File: src/rtl/calc_key_ctrl_pkg.sv
// Shared constants for the keypad calculator: ASCII codes, key map, size defaults
// and the evaluator state encoding.
package calc_key_ctrl_pkg;

  localparam int STR_LEN_DEF = 32;
  localparam int RES_W_DEF   = 24;

  localparam logic [7:0] CH_SPACE = 8'h20;
  localparam logic [7:0] CH_0     = 8'h30;
  localparam logic [7:0] CH_9     = 8'h39;
  localparam logic [7:0] CH_PLUS  = 8'h2B;
  localparam logic [7:0] CH_MINUS = 8'h2D;
  localparam logic [7:0] CH_MUL   = 8'h2A;
  localparam logic [7:0] CH_EQ    = 8'h3D;
  localparam logic [7:0] CH_C     = 8'h43;
  localparam logic [7:0] CH_B     = 8'h42;

  // Indexed [row][col], row 0 at the top of the keypad.
  localparam logic [7:0] KEY_MAP [4][4] = '{
    '{8'h31, 8'h32, 8'h33, CH_PLUS },
    '{8'h34, 8'h35, 8'h36, CH_MINUS},
    '{8'h37, 8'h38, 8'h39, CH_MUL  },
    '{CH_C,  CH_0,  CH_EQ, CH_B    }
  };

  typedef enum logic [1:0] {
    ST_IDLE = 2'd0,
    ST_EVAL = 2'd1,
    ST_DONE = 2'd2
  } eval_state_e;

  function automatic logic [7:0] key_at(input logic [1:0] row, input logic [1:0] col);
    return KEY_MAP[row][col];
  endfunction

  function automatic logic is_digit(input logic [7:0] c);
    return (c >= CH_0) && (c <= CH_9);
  endfunction

endpackage

File: src/rtl/calc_eval.sv
// Left-to-right, no-precedence expression evaluator; fetches one buffer char per
// cycle and produces an unsigned RES_W-bit result.
module calc_eval
  import calc_key_ctrl_pkg::*;
#(
  parameter  int STR_LEN = STR_LEN_DEF,
  parameter  int RES_W   = RES_W_DEF,
  localparam int LEN_W   = $clog2(STR_LEN + 1),
  localparam int IDX_W   = (STR_LEN > 1) ? $clog2(STR_LEN) : 1
) (
  input  logic             clk,
  input  logic             srst,
  input  logic             start,
  input  logic             clear_res,
  input  logic             clear_done,
  input  logic [LEN_W-1:0] len_in,
  output logic [IDX_W-1:0] fetch_idx,
  input  logic [7:0]       fetch_char,
  output logic [RES_W-1:0] result,
  output logic             done,
  output logic             busy
);

  eval_state_e      state_q;
  logic [RES_W-1:0] acc_q;
  logic [RES_W-1:0] operand_q;
  logic [7:0]       pend_op_q;
  logic [LEN_W-1:0] idx_q;
  logic [LEN_W-1:0] len_q;
  logic [RES_W-1:0] result_q;
  logic             done_q;

  function automatic logic [RES_W-1:0] apply_op(input logic [RES_W-1:0] a,
                                                 input logic [RES_W-1:0] b,
                                                 input logic [7:0]       op);
    case (op)
      CH_MINUS: return a - b;
      CH_MUL:   return a * b;
      default:  return a + b;
    endcase
  endfunction

  always_ff @(posedge clk) begin
    if (srst) begin
      state_q   <= ST_IDLE;
      acc_q     <= '0;
      operand_q <= '0;
      pend_op_q <= CH_PLUS;
      idx_q     <= '0;
      len_q     <= '0;
      result_q  <= '0;
      done_q    <= 1'b0;
    end else begin
      case (state_q)
        ST_IDLE: begin
          if (clear_res) begin
            result_q <= '0;
            done_q   <= 1'b0;
          end else if (clear_done) begin
            done_q <= 1'b0;
          end
          if (start) begin
            state_q   <= ST_EVAL;
            acc_q     <= '0;
            operand_q <= '0;
            pend_op_q <= CH_PLUS;
            idx_q     <= '0;
            len_q     <= len_in;
            done_q    <= 1'b0;
          end
        end
        ST_EVAL: begin
          if (is_digit(fetch_char)) begin
            // operand*10 as shifts keeps the arithmetic at RES_W bits
            operand_q <= (operand_q << 3) + (operand_q << 1) + RES_W'(fetch_char[3:0]);
          end else begin
            acc_q     <= apply_op(acc_q, operand_q, pend_op_q);
            pend_op_q <= fetch_char;
            operand_q <= '0;
          end
          if (idx_q + LEN_W'(1) == len_q) begin
            state_q <= ST_DONE;
          end else begin
            idx_q <= idx_q + LEN_W'(1);
          end
        end
        ST_DONE: begin
          result_q <= apply_op(acc_q, operand_q, pend_op_q);
          done_q   <= 1'b1;
          state_q  <= ST_IDLE;
        end
        default: state_q <= ST_IDLE;
      endcase
    end
  end

  assign fetch_idx = idx_q[IDX_W-1:0];
  assign result    = result_q;
  assign done      = done_q;
  assign busy      = (state_q != ST_IDLE);

endmodule

File: src/rtl/calc_key_ctrl.sv
// Keypad front end: cursor movement, key decode and input-buffer editing; hands
// the buffer to calc_eval when "=" is pressed.
module calc_key_ctrl
  import calc_key_ctrl_pkg::*;
#(
  parameter int STR_LEN = STR_LEN_DEF,
  parameter int RES_W   = RES_W_DEF
) (
  input  logic                 clk_in,
  input  logic                 sys_rst,
  input  logic                 btn_up,
  input  logic                 btn_down,
  input  logic                 btn_left,
  input  logic                 btn_right,
  input  logic                 btn_sel,
  output logic [3:0]           cursor_x,
  output logic [3:0]           cursor_y,
  output logic [STR_LEN*8-1:0] disp_str_flat,
  output logic [RES_W-1:0]     result,
  output logic                 calc_done,
  output logic                 busy
);

  localparam int LEN_W = $clog2(STR_LEN + 1);
  localparam int IDX_W = (STR_LEN > 1) ? $clog2(STR_LEN) : 1;
  localparam logic [LEN_W-1:0] LEN_MAX = LEN_W'(STR_LEN);

  logic [1:0]       cur_x_q, cur_x_d;
  logic [1:0]       cur_y_q, cur_y_d;
  logic [LEN_W-1:0] len_q, len_d;
  logic [7:0]       buf_q [STR_LEN];
  logic [7:0]       buf_d [STR_LEN];

  logic [7:0]       key;
  logic [IDX_W-1:0] wr_idx;
  logic [IDX_W-1:0] del_idx;
  logic [IDX_W-1:0] fetch_idx;
  logic [7:0]       fetch_char;
  logic             start;
  logic             clear_res;
  logic             clear_done;

  assign key     = key_at(cur_y_q, cur_x_q);
  assign wr_idx  = len_q[IDX_W-1:0];
  assign del_idx = wr_idx - IDX_W'(1);

  always_comb begin
    cur_x_d    = cur_x_q;
    cur_y_d    = cur_y_q;
    len_d      = len_q;
    buf_d      = buf_q;
    start      = 1'b0;
    clear_res  = 1'b0;
    clear_done = 1'b0;
    // One action per cycle, sel first; everything is frozen while evaluating.
    if (!busy) begin
      if (btn_sel) begin
        if (key == CH_C) begin
          for (int k = 0; k < STR_LEN; k++) buf_d[k] = CH_SPACE;
          len_d     = '0;
          clear_res = 1'b1;
        end else if (key == CH_B) begin
          if (len_q != '0) begin
            buf_d[del_idx] = CH_SPACE;
            len_d          = len_q - LEN_W'(1);
            clear_done     = 1'b1;
          end
        end else if (key == CH_EQ) begin
          start = (len_q != '0);
        end else if (len_q != LEN_MAX) begin
          buf_d[wr_idx] = key;
          len_d         = len_q + LEN_W'(1);
          clear_done    = 1'b1;
        end
      end else if (btn_up) begin
        cur_y_d = cur_y_q - 2'd1;
      end else if (btn_down) begin
        cur_y_d = cur_y_q + 2'd1;
      end else if (btn_left) begin
        cur_x_d = cur_x_q - 2'd1;
      end else if (btn_right) begin
        cur_x_d = cur_x_q + 2'd1;
      end
    end
  end

  always_ff @(posedge clk_in) begin
    if (sys_rst) begin
      cur_x_q <= '0;
      cur_y_q <= '0;
      len_q   <= '0;
      for (int k = 0; k < STR_LEN; k++) buf_q[k] <= CH_SPACE;
    end else begin
      cur_x_q <= cur_x_d;
      cur_y_q <= cur_y_d;
      len_q   <= len_d;
      buf_q   <= buf_d;
    end
  end

  genvar gi;
  generate
    for (gi = 0; gi < STR_LEN; gi++) begin : g_flat
      assign disp_str_flat[gi*8 +: 8] = buf_q[gi];
    end
  endgenerate

  assign fetch_char = buf_q[fetch_idx];
  assign cursor_x   = {2'b00, cur_x_q};
  assign cursor_y   = {2'b00, cur_y_q};

  calc_eval #(
    .STR_LEN (STR_LEN),
    .RES_W   (RES_W)
  ) u_eval (
    .clk        (clk_in),
    .srst       (sys_rst),
    .start      (start),
    .clear_res  (clear_res),
    .clear_done (clear_done),
    .len_in     (len_q),
    .fetch_idx  (fetch_idx),
    .fetch_char (fetch_char),
    .result     (result),
    .done       (calc_done),
    .busy       (busy)
  );

endmodule

File: config.mk
export PLATFORM = sky130hd
export DESIGN_NAME = calc_key_ctrl
export DESIGN_NICKNAME = d
export VERILOG_FILES = /design/src/rtl/calc_key_ctrl_pkg.sv /design/src/rtl/calc_eval.sv /design/src/rtl/calc_key_ctrl.sv
export SDC_FILE = /design/constraint.sdc
export NUM_CORES = 2
export LEC_CHECK = 0
export CORE_ASPECT_RATIO = 0.75
export CORE_UTILIZATION = 55
export DETAILED_ROUTE_END_ITERATION = 16
export PLACE_DENSITY = 0.85
export SETUP_SLACK_MARGIN = 0.02
export SLEW_MARGIN = 25
export SYNTH_ARGS = -nofsm -noshare
export SYNTH_HDL_FRONTEND = slang
export SYNTH_SLANG_ARGS = --single-unit
File: constraint.sdc
create_clock -name clk_in -period 8.5 [get_ports clk_in]
set_input_delay 1.7 -clock clk_in [delete_from_list [all_inputs] [get_ports clk_in]]
set_output_delay 1.7 -clock clk_in [all_outputs]
set_load 0.01 [all_outputs]
==> impl_metrics.csv <==
group,metric,value,unit
sta,fin_crit_sh,0.879,
floorplan,start_util,0.564,
yosys,synth_seq_cells,361,
floorplan,die_h,199,um
setup_path,start_kind,"flop",
route,num_vias,26700,
setup_path,crit_start,"u_eval.operand_q[4]$_SDFFE_PP0P_",
global_routing,grt_max_degree,204,
setup_path,worstPathArrival,7.89,ns
sta,drv_slew,0,
yosys,synth-async-reset-ratio,0,
sta,fmax,134,MHz
pwr,p_leak,13.8,nW
floorplan,boundaryPins,297,
layout,register_area,0.00724,mm^2
sta,rsz0062_at_grt,"false",
clock_tree,clk_latency,0.60,ns
sta,finalSetupViolations,0,
yosys,synth_cells,3243,
yosys,synth_common_cells,"nor2_1, dfxtp_1, inv_1",
layout,area_growth_syn_to_layout,16.5,%
floorplan,fp.coreArea,0.0507,mm^2
setup_path,reg2reg_slack,1.02,ns
clock_tree,numCtsBuffers,39,
yosys,synthDistinctLibCells,83,
layout,multiInputGateArea,0.0193,mm^2
clock_tree,clockBufferDepth,3,
clock_tree,tritoncts,"yes",
placed_design,place_hpwl,78200,um
clock_tree,cts.sinks,361,
clock_tree,ctsHoldBuffers,0,
route,ant_nets,0,
pwr,vdd_drop_max,0.157,mV
placed_design,pre_cts_ws,1.32,ns
yosys,yosys-top-cells-area,"dfxtp_1, fa_1, ha_1, mux4_2, nor2_1",
global_routing,grt_remaining_overflow,0,
pwr,total_power,0.00369,W
global_routing,grt_pass1_wl,158000,um
sta,worst_slack,1.02,ns
setup_path,critical_path.max_fanout,26,
route,drtPass1Iterations,7,
route,drc,0,
yosys,synth_top_flop_cell,"dfxtp_1",
sta,relSlewSlack,0.136,
route,totalWireLength,106000,um
global_routing,grt_pass1_vias,25500,
setup_path,end_kind,"flop",
sta,hold_ws,0.456,ns
sta,final.setup_skew,0.0250,ns
placed_design,numPortBuffers,292,
yosys,avgSynthCellArea,8.82,um^2
placed_design,gp_congestion,1.08,
setup_path,worstSetupPathType,"flop to flop",
sta,setup_tns,0,ns
hold_path,hp-class,"flop to flop",
yosys,synth_most_common_cell,"nor2_1",
clock_tree,ctsResizeCount,0,
yosys,ys_seq_area_frac,0.253,
yosys,ys_warn_count,0,
layout,drive_gt1_frac,0.0702,
setup_path,rr_startpoint,"u_eval.operand_q[4]$_SDFFE_PP0P_",
setup_path,worstRegToRegCells,24,
clock_tree,clkTransAtPathRegs,0.06,ns
flow_run,cap_violations,0,
status,status,"finished clean",
yosys,synth_top_area_share,0.253,
floorplan,fp.dieW,265,um
yosys,synth_edf_count,0,
global_routing,antenna_found_initial,6,
sta,worst_pin_slew,1.29,ns
layout,fill_cells,4027,
setup_path,rr_endpoint,"u_eval.result[23]$_SDFFE_PP0P_",
setup_path,worstPathRequired,8.92,ns
sta,fin_crit,7.48,ns
clock_tree,cts_setup_buffers,0,
sta,final_hold_viol_count,0,
route,vias_per_cell,6.45,
setup_path,timing.critical_path.to,"u_eval.result[23]$_SDFFE_PP0P_",
yosys,syn_area,0.0286,mm^2
yosys,yosys.area.top_type,"dfxtp_1",
floorplan,dieArea,0.0529,mm^2
route,wl_per_cell,25.6,um
layout,nets,3806,
floorplan,std_cell_rows,71,
clock_tree,htree_num_levels,2,
route,drt_iter0_drc,4330,
global_routing,track_usage,0.400,
pwr,p_per_area,111,mW/mm^2
clock_tree,cts_root_buf,"clkbuf_16",
## layout make-up
cell class	instances	area share
Inverter	322	0.0363
Sequential cell	361	0.217
Tap cell	693	0.0260
Antenna cell	2	0.000150
Clock buffer	52	0.0326
Clock inverter	16	0.00676
Multi-Input combinational cell	2345	0.579
Timing Repair Buffer	352	0.102
## critical path, cell delays in order, from the launching register on
cell and delay (ns):
dfxtp_1 1.07, nand2_1 0.19, fa_1 0.55, inv_1 0.05
fa_1 0.47, inv_1 0.06, fa_1 0.45, fa_1 0.42
inv_1 0.07, fa_1 0.44, fa_1 0.58, inv_1 0.06
fa_1 0.48, inv_1 0.05, ha_1 0.35, o21ai_0 0.12
a21boi_0 0.51, nand3_1 0.24, nor3_1 0.28, a21oi_1 0.16
a21oi_1 0.22, xnor2_1 0.13, nor2_1 0.07, o21ai_0 0.19
a21oi_1 0.08
## placed cells by master, fill, tap and decap left out, types with 9 or more instances in the layout
| cell type | instances |
|---|---|
| a21o_1 | 39 |
| a21oi_1 | 127 |
| a221o_1 | 24 |
| a22oi_1 | 202 |
| a2bb2oi_1 | 17 |
| a31oi_1 | 14 |
| a32oi_1 | 11 |
| and2_1 | 173 |
| and3_1 | 9 |
| and3b_1 | 34 |
| buf_4 | 59 |
| clkbuf_16 | 39 |
| clkdlybuf4s50_1 | 291 |
| dfxtp_1 | 356 |
| fa_1 | 217 |
| ha_1 | 161 |
| inv_1 | 320 |
| mux2i_1 | 22 |
| mux4_2 | 76 |
| nand2_1 | 258 |
| nand2b_1 | 18 |
| nand3_1 | 27 |
| nand4_1 | 15 |
| nor2_1 | 398 |
| nor2b_1 | 11 |
| nor3_1 | 52 |
| o21a_1 | 11 |
| o21ai_0 | 107 |
| o21ai_1 | 16 |
| o21bai_1 | 17 |
| o22ai_1 | 20 |
| or3_1 | 13 |
| xnor2_1 | 100 |
| xor2_1 | 31 |
## report_power, final
group	total [W]	switching [W]	internal (W)	leakage [nW]
clock	0.00178	0.000799	0.000980	0.632
combinational	0.000203	0.000148	0.0000551	10.2
sequential	0.00171	0.0000143	0.00170	2.91
total	0.00369	0.000961	0.00273	13.8
## sequential cells by signal (all words and copies together) (netlist names)
name,count
cur_x_q,2
cur_y_q,2
disp_str_flat,256
len_q,6
u_eval.acc_q,24
u_eval.done,1
u_eval.idx_q,6
u_eval.len_q,6
u_eval.operand_q,24
u_eval.pend_op_q,8
u_eval.result,24
u_eval.state_q,2
## logic make-up (layout without fill, tap and decap cells)
group | Yosys count | in the layout | synth area share
AO/OA/AOI/OAI | 663 | 663 | 0.157
XOR/XNOR | 132 | 132 | 0.0409
adder cells (fa/ha/maj) | 378 | 378 | 0.222
buffers and inverters | 540 | 742 | 0.0755
flip-flops | 361 | 361 | 0.253
multiplexers | 112 | 112 | 0.0767
other | 1 | 6 | 0.000131
AND/OR/NAND/NOR | 1056 | 1056 | 0.175
## stage by stage
step	cells	util	cell area (um^2)
2_1_floorplan	3246	-	28600
3_3_place_gp	4073	0.630	32000
3_5_place_dp	4073	0.630	32000
4_1_cts	4141	0.656	33300
5_1_grt	4142	0.656	33300
6_report	4143	0.656	33300
## routing by layer
layer	track usage	routed length [um]	vias up
met1	0.553	40800	12800
met5	0.0121	112	-
met3	0.183	19300	348
met4	0.179	5260	6
met2	0.525	40800	2252
li1	-	-	11400
## how the worst min path moves through the flow
stage	start	endpoint	slack (ns)	cells past startpoint
finish	u_eval.result[23]$_SDFFE_PP0P_	u_eval.result[23]$_SDFFE_PP0P_	0.46	2
global route	u_eval.result[23]$_SDFFE_PP0P_	u_eval.result[23]$_SDFFE_PP0P_	0.49	2
CTS	u_eval.result[23]$_SDFFE_PP0P_	u_eval.result[23]$_SDFFE_PP0P_	0.46	2
detailed placement	u_eval.result[23]$_SDFFE_PP0P_	u_eval.result[23]$_SDFFE_PP0P_	0.46	2
global placement	u_eval.result[23]$_SDFFE_PP0P_	u_eval.result[23]$_SDFFE_PP0P_	0.45	2
floorplan	u_eval.pend_op_q[4]$_SDFFE_PP0P_	u_eval.pend_op_q[4]$_SDFFE_PP0P_	0.45	2
Note: power is estimated with default switching activity, not from simulation.
